`src/rtl/inst_fetch_pkg.sv`:
```
// Shared definitions for the instruction-fetch front end: word widths,
// chip-enable levels, the fetch state encoding and the default reset PC.
package inst_fetch_pkg;

    localparam int          INST_ADDR_W      = 32;
    localparam int          INST_DATA_W      = 32;
    localparam logic [31:0] ZERO_WORD        = 32'h0000_0000;
    localparam logic        CHIP_ENABLE      = 1'b1;
    localparam logic        CHIP_DISABLE     = 1'b0;
    localparam logic [31:0] RESET_PC_DEFAULT = 32'h0000_0000;

    typedef enum logic [1:0] {
        IDLE    = 2'd0,
        FETCH   = 2'd1,
        STALLED = 2'd2
    } fetch_state_e;

endpackage : inst_fetch_pkg

```
`src/rtl/inst_fetch_if_id_reg.sv`:
```
// IF/ID pipeline register. A flush always clears it; a bubble request
// clears it; a capture loads the fetched PC and instruction; otherwise
// the register holds so a stalled ID stage keeps its instruction.
module if_id_reg
    import inst_fetch_pkg::*;
#(
    parameter int ADDR_W = INST_ADDR_W,
    parameter int DATA_W = INST_DATA_W
) (
    input  logic              clk,
    input  logic              rst,
    input  logic              flush_i,
    input  logic              bubble_i,
    input  logic              capture_i,
    input  logic [ADDR_W-1:0] pc_i,
    input  logic [DATA_W-1:0] inst_i,
    output logic [ADDR_W-1:0] id_pc_o,
    output logic [DATA_W-1:0] id_inst_o,
    output logic              id_valid_o
);

    logic [ADDR_W-1:0] pc_q,    pc_d;
    logic [DATA_W-1:0] inst_q,  inst_d;
    logic              valid_q, valid_d;

    // Select flush/bubble, capture or hold for the next ID contents
    always_comb begin
        pc_d    = pc_q;
        inst_d  = inst_q;
        valid_d = valid_q;
        if (flush_i || bubble_i) begin
            pc_d    = '0;
            inst_d  = '0;
            valid_d = 1'b0;
        end else if (capture_i) begin
            pc_d    = pc_i;
            inst_d  = inst_i;
            valid_d = 1'b1;
        end
    end

    // Pipeline register, cleared asynchronously
    always_ff @(posedge clk or posedge rst) begin
        if (rst) begin
            pc_q    <= '0;
            inst_q  <= '0;
            valid_q <= 1'b0;
        end else begin
            pc_q    <= pc_d;
            inst_q  <= inst_d;
            valid_q <= valid_d;
        end
    end

    assign id_pc_o    = pc_q;
    assign id_inst_o  = inst_q;
    assign id_valid_o = valid_q;

endmodule : if_id_reg

```
`src/rtl/inst_fetch.sv`:
```
// Instruction-fetch front end: owns the PC and the fetch FSM, drives the
// instruction ROM and feeds the IF/ID register.
// Optional macro IF_PERF_CNT_EN adds saturating fetch/stall counters.
module inst_fetch
    import inst_fetch_pkg::*;
#(
    parameter int                ADDR_W   = INST_ADDR_W,
    parameter int                DATA_W   = INST_DATA_W,
    parameter logic [ADDR_W-1:0] RESET_PC = ADDR_W'(RESET_PC_DEFAULT)
) (
    input  logic              clk,
    input  logic              rst,
    input  logic              stall_if_i,
    input  logic              stall_id_i,
    input  logic              branch_flag_i,
    input  logic [ADDR_W-1:0] branch_target_i,
    input  logic              flush_i,
    input  logic [ADDR_W-1:0] new_pc_i,
    output logic              rom_ce_o,
    output logic [ADDR_W-1:0] rom_addr_o,
    input  logic [DATA_W-1:0] rom_inst_i,
    output logic [ADDR_W-1:0] id_pc_o,
    output logic [DATA_W-1:0] id_inst_o,
    output logic              id_valid_o
`ifdef IF_PERF_CNT_EN
    ,
    output logic [31:0]       fetch_cnt_o,
    output logic [31:0]       stall_cnt_o
`endif
);

    localparam logic [ADDR_W-1:0] ALIGN_MASK = {{(ADDR_W-2){1'b1}}, 2'b00};
    localparam logic [ADDR_W-1:0] PC_STEP    = ADDR_W'(4);

    fetch_state_e      state_q, state_d;
    logic [ADDR_W-1:0] pc_q,    pc_d;
    logic              fetch_active;
    logic              bubble;
    logic              capture;

    // IDLE is the only state in which the ROM is not being read
    assign fetch_active = (state_q != IDLE);
    assign bubble       = !fetch_active || (stall_if_i && !stall_id_i);
    assign capture      = fetch_active && !stall_if_i;
    assign rom_ce_o     = fetch_active ? CHIP_ENABLE : CHIP_DISABLE;
    assign rom_addr_o   = pc_q;

    // Next state and next PC: flush beats stall beats branch beats increment
    always_comb begin
        state_d = state_q;
        pc_d    = pc_q;
        case (state_q)
            IDLE: begin
                state_d = FETCH;
            end
            FETCH, STALLED: begin
                if (flush_i) begin
                    pc_d    = new_pc_i & ALIGN_MASK;
                    state_d = FETCH;
                end else if (stall_if_i) begin
                    state_d = STALLED;
                end else if (branch_flag_i) begin
                    pc_d    = branch_target_i & ALIGN_MASK;
                    state_d = FETCH;
                end else begin
                    pc_d    = pc_q + PC_STEP;
                    state_d = FETCH;
                end
            end
            default: begin
                state_d = IDLE;
            end
        endcase
    end

    // FSM state and PC registers
    always_ff @(posedge clk or posedge rst) begin
        if (rst) begin
            state_q <= IDLE;
            pc_q    <= RESET_PC & ALIGN_MASK;
        end else begin
            state_q <= state_d;
            pc_q    <= pc_d;
        end
    end

    if_id_reg #(
        .ADDR_W (ADDR_W),
        .DATA_W (DATA_W)
    ) u_if_id_reg (
        .clk        (clk),
        .rst        (rst),
        .flush_i    (flush_i),
        .bubble_i   (bubble),
        .capture_i  (capture),
        .pc_i       (pc_q),
        .inst_i     (rom_inst_i),
        .id_pc_o    (id_pc_o),
        .id_inst_o  (id_inst_o),
        .id_valid_o (id_valid_o)
    );

`ifdef IF_PERF_CNT_EN
    logic [31:0] fetch_cnt_q, fetch_cnt_d;
    logic [31:0] stall_cnt_q, stall_cnt_d;

    // Saturating counts of valid captures and stalled fetch cycles
    always_comb begin
        fetch_cnt_d = fetch_cnt_q;
        stall_cnt_d = stall_cnt_q;
        if (capture && !flush_i && (fetch_cnt_q != 32'hFFFF_FFFF)) begin
            fetch_cnt_d = fetch_cnt_q + 32'd1;
        end
        if (fetch_active && stall_if_i && (stall_cnt_q != 32'hFFFF_FFFF)) begin
            stall_cnt_d = stall_cnt_q + 32'd1;
        end
    end

    // Counter registers
    always_ff @(posedge clk or posedge rst) begin
        if (rst) begin
            fetch_cnt_q <= ZERO_WORD;
            stall_cnt_q <= ZERO_WORD;
        end else begin
            fetch_cnt_q <= fetch_cnt_d;
            stall_cnt_q <= stall_cnt_d;
        end
    end

    assign fetch_cnt_o = fetch_cnt_q;
    assign stall_cnt_o = stall_cnt_q;
`endif

endmodule : inst_fetch
```
`config.mk`:
```
export PLATFORM = sky130hd
export DESIGN_NAME = inst_fetch
export DESIGN_NICKNAME = d
export VERILOG_FILES = /design/src/rtl/inst_fetch_pkg.sv /design/src/rtl/inst_fetch_if_id_reg.sv /design/src/rtl/inst_fetch.sv
export SDC_FILE = /design/constraint.sdc
export NUM_CORES = 1
export LEC_CHECK = 0
export BUFFER_PORTS_ARGS = -buffer_cell sky130_fd_sc_hd__buf_2
export CAP_MARGIN = 15
export CORE_MARGIN = 3
export CORE_UTILIZATION = 45
export DETAILED_ROUTE_END_ITERATION = 7
export MAX_ROUTING_LAYER = met4
export PLACE_DENSITY = 0.73
export SYNTH_ARGS = -nofsm -noshare
export SYNTH_HDL_FRONTEND = slang
export SYNTH_SLANG_ARGS = --single-unit
```
`constraint.sdc`:
```
create_clock -name clk -period 4.8 [get_ports clk]
set_clock_uncertainty 0.15 [all_clocks]
set_input_delay 0.96 -clock clk [delete_from_list [all_inputs] [get_ports clk]]
set_output_delay 0.96 -clock clk [all_outputs]
set_load 0.05 [all_outputs]
```
Word-level counts from Yosys, hierarchy flattened
Cells that the tools add are included.
{"block": "word_totals", "ff_bits": 99, "wordCells": 34, "out_inout_bits": 98}
{"block": "op_classes", "n_mux": 13, "addsub": 1, "eq_ne": 3, "reduce_logical": 12}
{"operator": "32-bit two-way mux", "n": 7}
{"operator": "32-bit by 3-bit adder with 32-bit output (second input constant)", "n": 1}
{"operator": "2-bit two-way mux", "n": 2}
{"operator": "2-bit case mux with 2 select lines", "n": 1}
{"operator": "2-bit nonzero test", "n": 2}
{"operator": "1-bit zero test", "n": 3}
{"operator": "1-bit two-way mux", "n": 3}
{"operator": "2-bit by 1-bit == test with 1-bit output (second input constant)", "n": 1}
{"operator": "2-bit == test (second input constant)", "n": 1}
{"operator": "1-bit logical AND", "n": 2}
{"operator": "2-bit zero test", "n": 1}
{"operator": "1-bit logical OR", "n": 2}
{"operator": "2-bit by 1-bit != test with 1-bit output (second input constant)", "n": 1}
{"operator": "2-bit AND reduction", "n": 1}
{"operator": "2-bit OR reduction", "n": 1}

Longest topological paths before layout
{"block": "depth", "word_depth": 5, "depth_mapped": 7, "depth_no_buf": 7}

Modules after synthesis
A second synthesis with hierarchy kept.
{"block": "unflattened", "hier_cells": 510, "area_unflattened_um2": 5066.1}
{"mod": "if_id_reg", "instances": 1, "area_each_um2": 2640.0, "seq_area_each_um2": 1626.6, "cells_each": 211}
{"mod": "inst_fetch", "instances": 1, "area_each_um2": 2426.1, "seq_area_each_um2": 800.8, "cells_each": 299}

Worst setup path before layout
OpenSTA, ideal clock, no wires.
{"block": "synth_timing", "path_type": "input port to flip-flop", "startpoint": "input stall_if_i", "endpoint": "register pc_q[26] (netlist: rom_addr_o[26])", "arrival_ps": 2220, "n_path_buf": 1, "slack_ps": 2343, "setup_time_ps": 87, "stages": 5, "path_cell_list": "clkbuf_1 -> nor3b_2 -> nand2_1 -> or4b_1 -> o211ai_1"}
{"block": "synth_via", "elab_chain_len": 2}
{"element": "start: declaration", "line": "inst_fetch.sv:13", "source": "input logic stall_if_i,"}
{"element": "2-bit by 1-bit != test with 1-bit output (no source line)"}
{"element": "2-bit AND reduction (no source line)"}
{"element": "end signal: assignment", "line": "inst_fetch.sv:80", "source": "pc_q <= RESET_PC & ALIGN_MASK;"}
{"element": "end signal: assignment", "line": "inst_fetch.sv:83", "source": "pc_q <= pc_d;"}
{"element": "end: declaration", "line": "inst_fetch.sv:36", "source": "logic [ADDR_W-1:0] pc_q, pc_d;"}
No other way between the ends.
A chain may end at the register's enable or synchronous reset.

Final worst setup path
{"block": "layout_timing", "startpoint": "input flush_i", "endpoint": "register pc_q[26] (netlist: rom_addr_o[26])"}
{"block": "layout_via", "elab_chain_len": 2}
{"element": "start: declaration", "line": "inst_fetch.sv:17", "source": "input logic flush_i,"}
{"element": "2-bit by 1-bit != test with 1-bit output (no source line)"}
{"element": "2-bit AND reduction (no source line)"}
Parallel ways exist; a longest one is shown, timed or not.

==> results.md <==
- CP Launch Type: input port
- Post-synthesis cell count: 454
- Antenna violations before repair: 1
- Outcome: finished, final reports clean
- Top_reg_cell synth: dfrtp_1
- Post-synth top area cell: dfrtp_1
- Most common cell after layout, fill and taps aside: buf_2
- Worst vdd ir: roughly 350 µV
- Pint: 1.73 mW
- Post-CTS Hold Buffers: 0
- Post-CTS Setup Inserts: 0
- Skew-Pair Late Insertion Delay: approximately 0.36 ns
- Detailed placer's ending HPWL: 10200 µm
- Share of layout cells above drive strength 1: 35.8%
- Worst Path Required: 4.92 ns
- Root Buffer: clkbuf_8
- First-pass GRT wire length: 22500 µm
- Top cells by area, synth: dfrtp_1 (51%), a22o_1 (12%), a21oi_1 (2.8%), o21ai_0 (2.4%), nand2_1 (2.2%)
- Pwr/cell area: 598 nW/µm²
- Routed length per instance: roughly 19 µm
- Post-place setup slack: 1.60 ns
- Max Cap Viol: 0
- Std cell rows: 36
- Synth Register Bits: 96
- DRC errors left: 0
- Die extent in x: around 110 µm
- Vias in the first global route: between 4000 and 5000
- Post-synthesis sequential area ratio: 51.1%
- Worst Setup Slack, final: 1.92 ns
- I/O pin count: 200
- Lkg Pwr: between 3 and 4 nW
- Peak Freq: 347 MHz
- Final setup violation count: 0
- IO buf count: about 190
- DR pass1 iterations: 5
- H-Tree Level Count: 3
- Clock slew at reported path FFs: approximately 0.10 ns
- Final std cells w/o fill: 768
- Crit-path max FO: 23
- Syn Area/Cell: 10.4 µm²
- Unrepaired setup endpoints after global routing: false
- GRT overflow: 0
- Commonest cells after routing, fill and taps aside: buf_2 (193), dfrtp_1 (96), a22o_1 (64), nand2_1 (27), a21oi_1 (26)
- Largest net degree at the start of global routing: just under 80
- Clock network fraction of design power: 15.4%
- Hold crit path type: register to register
- Core ar.: 9950 µm²
- Arrival @ worst endpoint: 3.00 ns
- Final hold viol count: 0
- Final antenna-violating net count: 0
- Switching power total: 1.84 mW
- CTS Buffer Depth: 2
- Fin Setup TNS: 0 ns
- Synth warn: 0
- Via count: 4570
- P&R area growth vs syn: 26.9%
- Final period util: 60.0%
- Die Span Y: ~110 µm
- Routability cong.: between 0.8 and 0.9
- Dpl cells: between 700 and 800
- Slew @ Worst Pin: ~0.94 ns
- Area share of the largest cell type after synthesis: 51.1%
- Combinational power share: 47.5%
- Mapped cell area: 4700 µm²
- Vias per cell: 5.95
- Initial core utilization: a little under half
- DRT iter0 DRCs: 361
- Final nets: roughly 730
- Final core utilization: 60.0%
- GRT Util Overall: 25.2%
- Async set or reset register ratio after synthesis: between 90% and 100%
- Critical path class: input port to register
- Clock Sinks: 96
- Post-CTS Resized: 0
- WL final: around 15000 µm
- CTS tree: built
- Part of the power in registers: 37.0%
- Period minus WS final: 2.88 ns
- Yosys cell types: 61
- Cts bufs inserted: 9
- Die ar.: 11700 µm²
- Critical Path Sink Type: register
- Switching part of the total: 51.6%
- Slew Limit Fails: 0
- Worst slew margin: 37.3%
- EDFF count, synth: 0
[state kept, by name (all words and copies together), names as in the netlist]
register	cells
rom_addr_o	30
u_if_id_reg.id_pc_o	31
u_if_id_reg.id_inst_o	32
state_q	2
u_if_id_reg.id_valid_o	1
[layer usage]
layer  share of wire [%]  vias to the layer above  global-route usage, %
met3                 8.2                       38                   3.64
met1                  41                     2205                   33.3
met5                   0                        -                      -
met4                 2.6                        0                   8.57
li1                    -                     2069                      -
met2                  48                      258                   40.0
[worst max-delay path, stage by stage]
cell and delay, ns:
buf_2 0.23, buf_4 0.27, nor3b_2 0.49, nand2_1 0.35, or4b_1 0.58, o211ai_1 0.09
[worst paths after layout]
kind	startpoint	end	slack, ns	cells past startpoint
min in group asynchronous	rst	u_if_id_reg.id_inst_o[1]	0.67	2
hold / removal	u_if_id_reg.id_valid_o	u_if_id_reg.id_valid_o	0.33	1
hold reg to reg	u_if_id_reg.id_valid_o	u_if_id_reg.id_valid_o	0.33	1
max in group asynchronous	rst	rom_addr_o[20]	2.99	3
setup reg to reg	state_q[1]	rom_addr_o[26]	1.93	6
setup / recovery	flush_i	rom_addr_o[26]	1.92	6
[stage by stage]
| stage | hold slack [ns] | total power [mW] | cell area (µm²) |
|---|---|---|---|
| final | 0.328 | 3.57 | 5970 |
| after global routing | 0.360 | 3.76 | 5970 |
| after CTS | 0.334 | 3.56 | 5950 |
| after detailed placement | 0.311 | 3.01 | 5750 |
| after global placement | 0.305 | 2.97 | 5750 |
| after floorplan | 0.406 | 2.53 | 4710 |
[synth_stat cells, types with 8 or more instances]
cell	n
dfrtp_1	96
a22o_1	64
nand2_1	27
a21oi_1	26
clkbuf_1	24
o21ai_0	23
nor2_1	22
nand3_1	16
and3_1	11
inv_1	11
a31oi_1	9
a22oi_1	8
buf_1	8
nand4_1	8
o22ai_1	8
[cells by family (layout without fill, tap and decap cells)]
family	Yosys count	count (layout)	share of synthesized area [%]
AO/OA/AOI/OAI	179	179	28.0
XOR/XNOR	8	8	1.49
adder cells (fa/ha/maj)	3	3	0.798
buffers and inverters	49	228	4.23
flip-flops	96	96	51.1
multiplexers	1	1	0.213
other	1	3	0.0797
AND/OR/NAND/NOR	117	117	14.1
[power groups by stage]
stage	combinational (mW)	sequential, mW	clock (mW)
after CTS	1.68	1.31	0.563
after floorplan	0.628	1.91	0
after global routing	1.81	1.36	0.592
final	1.70	1.32	0.552
after global placement	1.65	1.31	0
after detailed placement	1.68	1.33	0
[layout make-up]
class                           instances  area, µm²
Multi-Input combinational cell        310       2120
Inverter                               11       43.8
Fill cell                             877       3990
Tap cell                              133        166
Antenna cell                            1       2.50
Clock buffer                           10        128
Sequential cell                        96       2400
Timing Repair Buffer                  201       1030
Clock inverter                          6       76.3
Power figures use the tool's default switching activity.
